File: src/rtl/sram_req_rsp_ctrl_if.sv
`default_nettype none
// ============================================================================
// Module      : sram_req_rsp_ctrl_if
// Description : Request, response and SRAM-wrapper signal bundle for
//               sram_req_rsp_ctrl.
// Revision    : 1.0 - initial release
// ============================================================================
interface sram_req_rsp_ctrl_if #(
    parameter int DATA_BIT = 128,
    parameter int ADDR_BIT = 7,
    parameter int CRD_BIT  = 3
);
    logic                req_valid;
    logic                req_ready;
    logic                req_wen;
    logic [ADDR_BIT-1:0] req_addr;
    logic [DATA_BIT-1:0] req_wdata;
    logic                rsp_valid;
    logic                rsp_ready;
    logic [DATA_BIT-1:0] rsp_rdata;
    logic [ADDR_BIT-1:0] sram_addr;
    logic                sram_wen;
    logic                sram_ren;
    logic [DATA_BIT-1:0] sram_wdata;
    logic [DATA_BIT-1:0] sram_rdata;
    logic [CRD_BIT-1:0]  rd_credits;

    modport slave (
        input  req_valid, req_wen, req_addr, req_wdata, rsp_ready, sram_rdata,
        output req_ready, rsp_valid, rsp_rdata, sram_addr, sram_wen, sram_ren,
               sram_wdata, rd_credits
    );

    modport master (
        output req_valid, req_wen, req_addr, req_wdata, rsp_ready, sram_rdata,
        input  req_ready, rsp_valid, rsp_rdata, sram_addr, sram_wen, sram_ren,
               sram_wdata, rd_credits
    );
endinterface
`default_nettype wire

File: src/rtl/sram_req_rsp_ctrl.sv
`default_nettype none
// ============================================================================
// Module      : sram_req_rsp_ctrl
// Description : Credit-admitted request/response front end for a fixed-latency
//               single-port SRAM wrapper, with a response FIFO.
// Revision    : 1.0 - initial release
// ============================================================================
module sram_req_rsp_ctrl #(
    parameter int DATA_BIT   = 128,
    parameter int DEPTH      = 128,
    parameter int ADDR_BIT   = $clog2(DEPTH),
    parameter int RD_LAT     = 2,
    parameter int FIFO_DEPTH = 4
) (
    input  wire logic             clk,
    input  wire logic             rst,
    sram_req_rsp_ctrl_if.slave    bus
);
    localparam int C_CRD_BIT = $clog2(FIFO_DEPTH + 1);
    localparam int C_PTR_BIT = (FIFO_DEPTH > 1) ? $clog2(FIFO_DEPTH) : 1;
    localparam logic [C_PTR_BIT-1:0] C_LAST_PTR = C_PTR_BIT'(FIFO_DEPTH - 1);
    localparam logic [C_CRD_BIT-1:0] C_FULL_CRD = C_CRD_BIT'(FIFO_DEPTH);

    logic [RD_LAT-1:0]    r_pipe_q;
    logic [DATA_BIT-1:0]  r_mem_q [FIFO_DEPTH];
    logic [C_PTR_BIT-1:0] r_wr_ptr_q, r_rd_ptr_q;
    logic [C_CRD_BIT-1:0] r_count_q, r_credits_q;
    logic [C_CRD_BIT-1:0] w_count_d, w_credits_d;

    logic w_ready, w_acc, w_rd_acc, w_push, w_pop, w_empty;

    // Reset gates readiness combinationally so nothing reaches the SRAM during rst.
    assign w_ready  = ~rst & (bus.req_wen | (r_credits_q != '0));
    assign w_acc    = bus.req_valid & w_ready;
    assign w_rd_acc = w_acc & ~bus.req_wen;
    assign w_push   = r_pipe_q[RD_LAT-1];
    assign w_empty  = (r_count_q == '0);
    assign w_pop    = ~w_empty & bus.rsp_ready;

    assign bus.req_ready  = w_ready;
    assign bus.sram_addr  = bus.req_addr;
    assign bus.sram_wdata = bus.req_wdata;
    assign bus.sram_wen   = w_acc & bus.req_wen;
    assign bus.sram_ren   = w_rd_acc;
    assign bus.rsp_valid  = ~w_empty;
    assign bus.rsp_rdata  = r_mem_q[r_rd_ptr_q];
    assign bus.rd_credits = r_credits_q;

    always_comb begin
        w_count_d   = r_count_q;
        w_credits_d = r_credits_q;
        case ({w_push, w_pop})
            2'b10:   w_count_d = r_count_q + 1'b1;
            2'b01:   w_count_d = r_count_q - 1'b1;
            default: w_count_d = r_count_q;
        endcase
        case ({w_rd_acc, w_pop})
            2'b10:   w_credits_d = r_credits_q - 1'b1;
            2'b01:   w_credits_d = r_credits_q + 1'b1;
            default: w_credits_d = r_credits_q;
        endcase
    end

    always_ff @(posedge clk or posedge rst) begin
        if (rst) begin
            r_pipe_q <= '0;
        end else begin
            r_pipe_q[0] <= w_rd_acc;
            for (int i = 1; i < RD_LAT; i++) begin
                r_pipe_q[i] <= r_pipe_q[i-1];
            end
        end
    end

    // Storage is cleared so the head reads as zero out of reset.
    always_ff @(posedge clk or posedge rst) begin
        if (rst) begin
            for (int i = 0; i < FIFO_DEPTH; i++) begin
                r_mem_q[i] <= '0;
            end
            r_wr_ptr_q  <= '0;
            r_rd_ptr_q  <= '0;
            r_count_q   <= '0;
            r_credits_q <= C_FULL_CRD;
        end else begin
            if (w_push) begin
                r_mem_q[r_wr_ptr_q] <= bus.sram_rdata;
                r_wr_ptr_q <= (r_wr_ptr_q == C_LAST_PTR) ? '0 : r_wr_ptr_q + 1'b1;
            end
            if (w_pop) begin
                r_rd_ptr_q <= (r_rd_ptr_q == C_LAST_PTR) ? '0 : r_rd_ptr_q + 1'b1;
            end
            r_count_q   <= w_count_d;
            r_credits_q <= w_credits_d;
        end
    end
endmodule
`default_nettype wire

File: src/flat_wrapper.sv
// flat-port wrapper written by rule: the top's interface ports become plain ports
module sram_req_rsp_ctrl_flat 
#(
    parameter int DATA_BIT   = 128,
    parameter int DEPTH      = 128,
    parameter int ADDR_BIT   = $clog2(DEPTH),
    parameter int RD_LAT     = 2,
    parameter int FIFO_DEPTH = 4
)
  (clk, rst, bus_req_valid, bus_req_wen, bus_req_addr, bus_req_wdata, bus_rsp_ready, bus_sram_rdata, bus_req_ready, bus_rsp_valid, bus_rsp_rdata, bus_sram_addr, bus_sram_wen, bus_sram_ren, bus_sram_wdata, bus_rd_credits);
  sram_req_rsp_ctrl_if #(.DATA_BIT(DATA_BIT), .ADDR_BIT(ADDR_BIT), .CRD_BIT((3))) bus_i ();
  input  wire logic clk;
  input  wire logic rst;
  input wire logic [$bits(bus_i.req_valid)-1:0] bus_req_valid;
  input wire logic [$bits(bus_i.req_wen)-1:0] bus_req_wen;
  input wire logic [$bits(bus_i.req_addr)-1:0] bus_req_addr;
  input wire logic [$bits(bus_i.req_wdata)-1:0] bus_req_wdata;
  input wire logic [$bits(bus_i.rsp_ready)-1:0] bus_rsp_ready;
  input wire logic [$bits(bus_i.sram_rdata)-1:0] bus_sram_rdata;
  output wire logic [$bits(bus_i.req_ready)-1:0] bus_req_ready;
  output wire logic [$bits(bus_i.rsp_valid)-1:0] bus_rsp_valid;
  output wire logic [$bits(bus_i.rsp_rdata)-1:0] bus_rsp_rdata;
  output wire logic [$bits(bus_i.sram_addr)-1:0] bus_sram_addr;
  output wire logic [$bits(bus_i.sram_wen)-1:0] bus_sram_wen;
  output wire logic [$bits(bus_i.sram_ren)-1:0] bus_sram_ren;
  output wire logic [$bits(bus_i.sram_wdata)-1:0] bus_sram_wdata;
  output wire logic [$bits(bus_i.rd_credits)-1:0] bus_rd_credits;
  assign bus_i.req_valid = bus_req_valid;
  assign bus_i.req_wen = bus_req_wen;
  assign bus_i.req_addr = bus_req_addr;
  assign bus_i.req_wdata = bus_req_wdata;
  assign bus_i.rsp_ready = bus_rsp_ready;
  assign bus_i.sram_rdata = bus_sram_rdata;
  assign bus_req_ready = bus_i.req_ready;
  assign bus_rsp_valid = bus_i.rsp_valid;
  assign bus_rsp_rdata = bus_i.rsp_rdata;
  assign bus_sram_addr = bus_i.sram_addr;
  assign bus_sram_wen = bus_i.sram_wen;
  assign bus_sram_ren = bus_i.sram_ren;
  assign bus_sram_wdata = bus_i.sram_wdata;
  assign bus_rd_credits = bus_i.rd_credits;
  sram_req_rsp_ctrl #(.DATA_BIT(DATA_BIT), .DEPTH(DEPTH), .ADDR_BIT(ADDR_BIT), .RD_LAT(RD_LAT), .FIFO_DEPTH(FIFO_DEPTH)) u_core (.clk(clk), .rst(rst), .bus(bus_i));
endmodule
File: config.mk
export PLATFORM = sky130hd
export DESIGN_NAME = sram_req_rsp_ctrl_flat
export DESIGN_NICKNAME = d
export VERILOG_FILES = /design/src/rtl/sram_req_rsp_ctrl_if.sv /design/src/rtl/sram_req_rsp_ctrl.sv /design/src/flat_wrapper.sv
export SDC_FILE = /design/constraint.sdc
export NUM_CORES = 1
export LEC_CHECK = 0
export ABC_CLOCK_PERIOD_IN_PS = 19190
export BUFFER_PORTS_ARGS = -buffer_cell sky130_fd_sc_hd__buf_2
export CORE_ASPECT_RATIO = 0.7
export CORE_UTILIZATION = 55
export DETAILED_ROUTE_END_ITERATION = 10
export PLACE_DENSITY = 0.9
export SLEW_MARGIN = 20
export SYNTH_ARGS = -nofsm -noshare
export SYNTH_HDL_FRONTEND = slang
export SYNTH_SLANG_ARGS = --single-unit
File: constraint.sdc
create_clock -name clk -period 19.19 [get_ports clk]
set_input_delay 1.919 -clock clk [delete_from_list [all_inputs] [get_ports clk]]
set_output_delay 1.919 -clock clk [all_outputs]
set_load 0.01 [all_outputs]
# Yosys cells after proc, flatten, opt, wreduce, memory -nomap -nowiden
# Cells that the tools add are included.
classes:
  magnitude_cmp: 3
  reduce_logical: 5
  muxes: 10
  add_sub_neg: 6
  bitwise_logic: 11
  n_eq_ne: 6
op_table:
  columns: ["cell", "n"]
  rows:
  - ["512-bit bitwise mux", 1]
  - ["128-bit 2-to-1 mux", 3]
  - ["128-bit binary-select mux with 2-bit select", 1]
  - ["128-bit demux with 2-bit select", 1]
  - ["3-bit one-hot mux with 2 select lines", 2]
  - ["2-bit == test, second input constant", 4]
  - ["3-bit by 1-bit adder with 3-bit output, second input constant", 2]
  - ["3-bit >= comparator, second input constant", 2]
  - ["2-bit NOT with 3-bit output", 2]
  - ["3-bit by 1-bit subtractor with 3-bit output, second input constant", 2]
  - ["1-bit bitwise AND", 5]
  - ["2-bit by 1-bit adder with 2-bit output, second input constant", 2]
  - ["2-bit by 1-bit == test with 1-bit output, second input constant", 2]
  - ["2-bit 2-to-1 mux", 2]
  - ["2-bit nonzero test", 2]
  - ["3-bit zero test", 1]
  - ["3-bit by 1-bit < comparator with 1-bit output, second input constant", 1]
  - ["1-bit NOT", 3]
  - ["3-bit nonzero test", 1]
  - ["1-bit logical AND", 1]
  - ["1-bit bitwise OR", 1]
totals:
  inputBits: 268
  output_inout_bits: 270
  elab_cells: 50
  register_bits: 524

# Logic depth before layout (Yosys ltp)
logic_depth:
  ltp_word: 7
  mapped_depth: 9
  ltp_nobuf: 9

# Worst setup path after synthesis
# No wires, ideal clock.
synth_timing:
  kind: "input-to-output"
  from: "in rst"
  to: "out bus_sram_ren"
  path_slack_ps: 3118
  cell_stages: 3
  n_path_buf: 0
  arrival_time_ps: 14153
  required_ps: 17271
  path_cell_list: "inv_1 nand2_1 nor3_1"
synth_between:
  elab_chain_cells: 4
synth_rtl:
  columns: ["item", "line_no", "text"]
  rows:
  - ["start, declared", "flat_wrapper.sv:13", "input wire logic rst;"]
  - ["1-bit NOT", "sram_req_rsp_ctrl.sv:33", "assign w_ready = ~rst & (bus.req_wen | (r_credits_q != '0));"]
  - ["1-bit bitwise AND", "sram_req_rsp_ctrl.sv:33", null]
  - ["1-bit bitwise AND", "sram_req_rsp_ctrl.sv:34", "assign w_acc = bus.req_valid & w_ready;"]
  - ["1-bit bitwise AND", "sram_req_rsp_ctrl.sv:35", "assign w_rd_acc = w_acc & ~bus.req_wen;"]
  - ["end, declared", "flat_wrapper.sv:25", "output wire logic [$bits(bus_i.sram_ren)-1:0] bus_sram_ren;"]
# No other way between the ends.

# Worst setup path in the final report
# Same ends and word-level chain as after synthesis.

==> results.md <==
* Post-CTS resize count at 0
* Dpl cells at between 2000 and 2500
* Most common flop cell mapped by yosys: dfrtp_1
* Total number of vias at between 10000 and 15000
* Area leader, netlist: dfrtp_1
* Starting Density at 0.5608
* Vias per std cell at a little under 6
* Final max-slew violation count at 0
* Synth top area cells: dfrtp_1 (55%), mux2_2 (24%), mux4_2 (12%)
* Most frequent cells after synthesis: dfrtp_1 (523), mux2_2 (515), buf_4 (150)
* Root Buffer: clkbuf_16
* Critical path class: input pin to primary output
* GRT Total Usage at 0.2248
* Multi-input gate area at 8987 um2
* Peak VDD IR at 0.00009990 V
* Syn. warnings at 0
* Critical Path AT at 3.12 ns
* Final Hold Fails at 0
* Hold Path Origin: u_core.r_pipe_q[0]$_DFF_PP0_
* DR WL/cell at 22.95 um
* Number of flops mapped to enable cells by yosys at 0
* Non-Filler Instances at about 2200
* Setup violations, final at 0
* Async SR Flop Fraction at 1.000
* FILL cells at a little over 3000
* Reg clk slew, reported paths at 0.07 ns
* HP Class: flop to flop
* Chip width at 251.2 um
* Skew-Pair Late Insertion Delay at 0.58 ns
* Slew headroom at 0.2638
* Setup TNS at 0 ns
* Worst setup EP type: primary output
* Port bufs at 267
* Initial antenna violation count at 7
* Synth-to-layout area growth at 8.643%
* Tmin final at 5.037 ns
* Crit path from: rst
* Post-synth top area share at 0.5472
* CTS sink count at approximately 520
* CORE AREA at 42640 um2
* Ports at 538
* Residual DRC at 0
* Post-route ant nets at 0
* RSZ-0062 raised after global routing: false
* CTS hold repair buffers at 0
* Top-count cell post-synth: dfrtp_1
* Drt initial violations at around 730
* Final WL at 49810 um
* Die Footprint at 44340 um2
* Mapped Avg Cell Area at 16.70 um2
* CTS Buffer Depth at 3
* GR Overflow Total at 0
* Register area share after synthesis at 0.5483
* Final #Nets at about 1800
* Cells after synthesis at 1432
* Die height at roughly 180 um
* Critical Path Fanout Max at 107
* Yosys reg bits at 524
* Final core occ at 0.6093
* Total CTS buffers at 49
* Vias in the first global route at 13680
* Detailed-routing iteration count for the pre-antenna-repair pass at 4
* Synthesized Nets at 1709
* Clock skew at 0.02744 ns
* CTS tree: done
* Clock H-tree levels at 2
* Static leakage at 11.25 nW
* Pwr/cell area at 183.4 nW/um2
* CP Launch Type: input pin
* FMAX at 0.1985 GHz
* Largest net degree at the start of global routing at 190
* First-pass GRT wire length at roughly 80000 um
* Synth cell types at 19
* Core Rows at 63
* Reg area at 13120 um2
* Max-cap viol count at 0
* Slew @ Worst Pin at 1.104 ns
* Pre-CTS setup slack at 13.46 ns
* R2r startpoint: u_core.r_wr_ptr_q[0]$_DFFE_PP0P_
* DP HPWL at 31080 um
* Number of setup buffers added after CTS at 0
* Tcrit/Tclk final at 0.2625
* Layout cells sized above 1 at 0.6361
* Worst path required time at between 15 and 20 ns
* Final Wtd Congestion at 0.7346
* PnR worst setup slack at 14.15 ns
* Synthesized area at roughly 24000 um2
* Status: finished, final reports clean
[worst max-delay path, stage by stage]
cell	delay [ns]
buf_2	0.14
inv_8	0.48
nand2_1	0.19
nor3_1	0.22
buf_2	0.17
[logic make-up after synthesis]
logic type / after synthesis / share of synthesized area
buffers and inverters: 230 / 0.07716
adders and majority gates: 9 / 0.005336
DFF: 524 / 0.5483
xor gates and xnor gates: 6 / 0.002197
muxes: 644 / 0.3634
AOI/OAI and AO/OA: 3 / 0.0006276
and+or+nand+nor: 16 / 0.002930
[per-stage QoR]
step                hold slack, ns  area [um2]  total power (W)
finish                      0.4324       25980         0.004766
global route                0.4265       25980         0.005026
floorplan                   0.3312       23920         0.003266
detailed placement          0.4157       24320         0.003813
CTS                         0.4298       25940         0.004805
global placement            0.4148       24320         0.003689
[state kept, by name, summed over array words and instances, names as in the netlist]
register	cells
u_core.r_count_q	3
u_core.r_mem_q	512
u_core.r_wr_ptr_q	2
u_core.bus.rd_credits	3
u_core.r_rd_ptr_q	2
u_core.r_pipe_q	2
[cell usage in the layout, fill, tap and decap left out, types with 2 or more instances in the layout]
master and instances:
buf_6 2, xnor2_1 2, nor2_1 4, mux4_2 128
or3_1 3, nor3_1 2, nand2_4 4, clkbuf_8 11
buf_2 267, nand2_1 3, bufinv_16 3, mux2_2 515
xor2_1 4, clkbuf_16 49, inv_16 2, o21ai_0 2
clkinv_2 7, dfrtp_1 521, dfrtp_4 2, fa_1 2
inv_1 9, diode_2 5, clkbuf_1 14, buf_4 9
ha_1 7
[layer usage]
layer  track usage  share of wire
met2        0.3497           0.48
met4       0.06555          0.026
met1        0.2955           0.41
met5       0.01429         0.0027
met3       0.08374          0.079
[final timing paths]
path,cells after the start,slack [ns],to
min,0,0.43,u_core.r_pipe_q[1]$_DFF_PP0_
min in group asynchronous,2,1.46,u_core.r_mem_q[386]$_DFFE_PP0P_
max in group asynchronous,6,14.76,u_core.r_mem_q[371]$_DFFE_PP0P_
max,5,14.15,bus_sram_ren
max reg2reg,5,16.13,u_core.r_mem_q[215]$_DFFE_PP0P_
min reg2reg,0,0.43,u_core.r_pipe_q[1]$_DFF_PP0_
[power by group]
group / internal [W] / total [W] / switching [W]
logic: 0.00106 / 0.00180 / 0.000741
clock network: 0.000558 / 0.000976 / 0.000419
registers: 0.00167 / 0.00199 / 0.000317
[final cells by class]
| type | count | share of cell area |
|---|---|---|
| inverter | 10 | 0.001734 |
| timing repair buffer | 280 | 0.05672 |
| clock buffer | 74 | 0.05504 |
| clock inverter | 14 | 0.006982 |
| multi-input combinational | 678 | 0.3459 |
| antenna | 5 | 0.0004815 |
| tap | 585 | 0.02817 |
| sequential | 524 | 0.5050 |
Power figures use the tool's default switching activity.
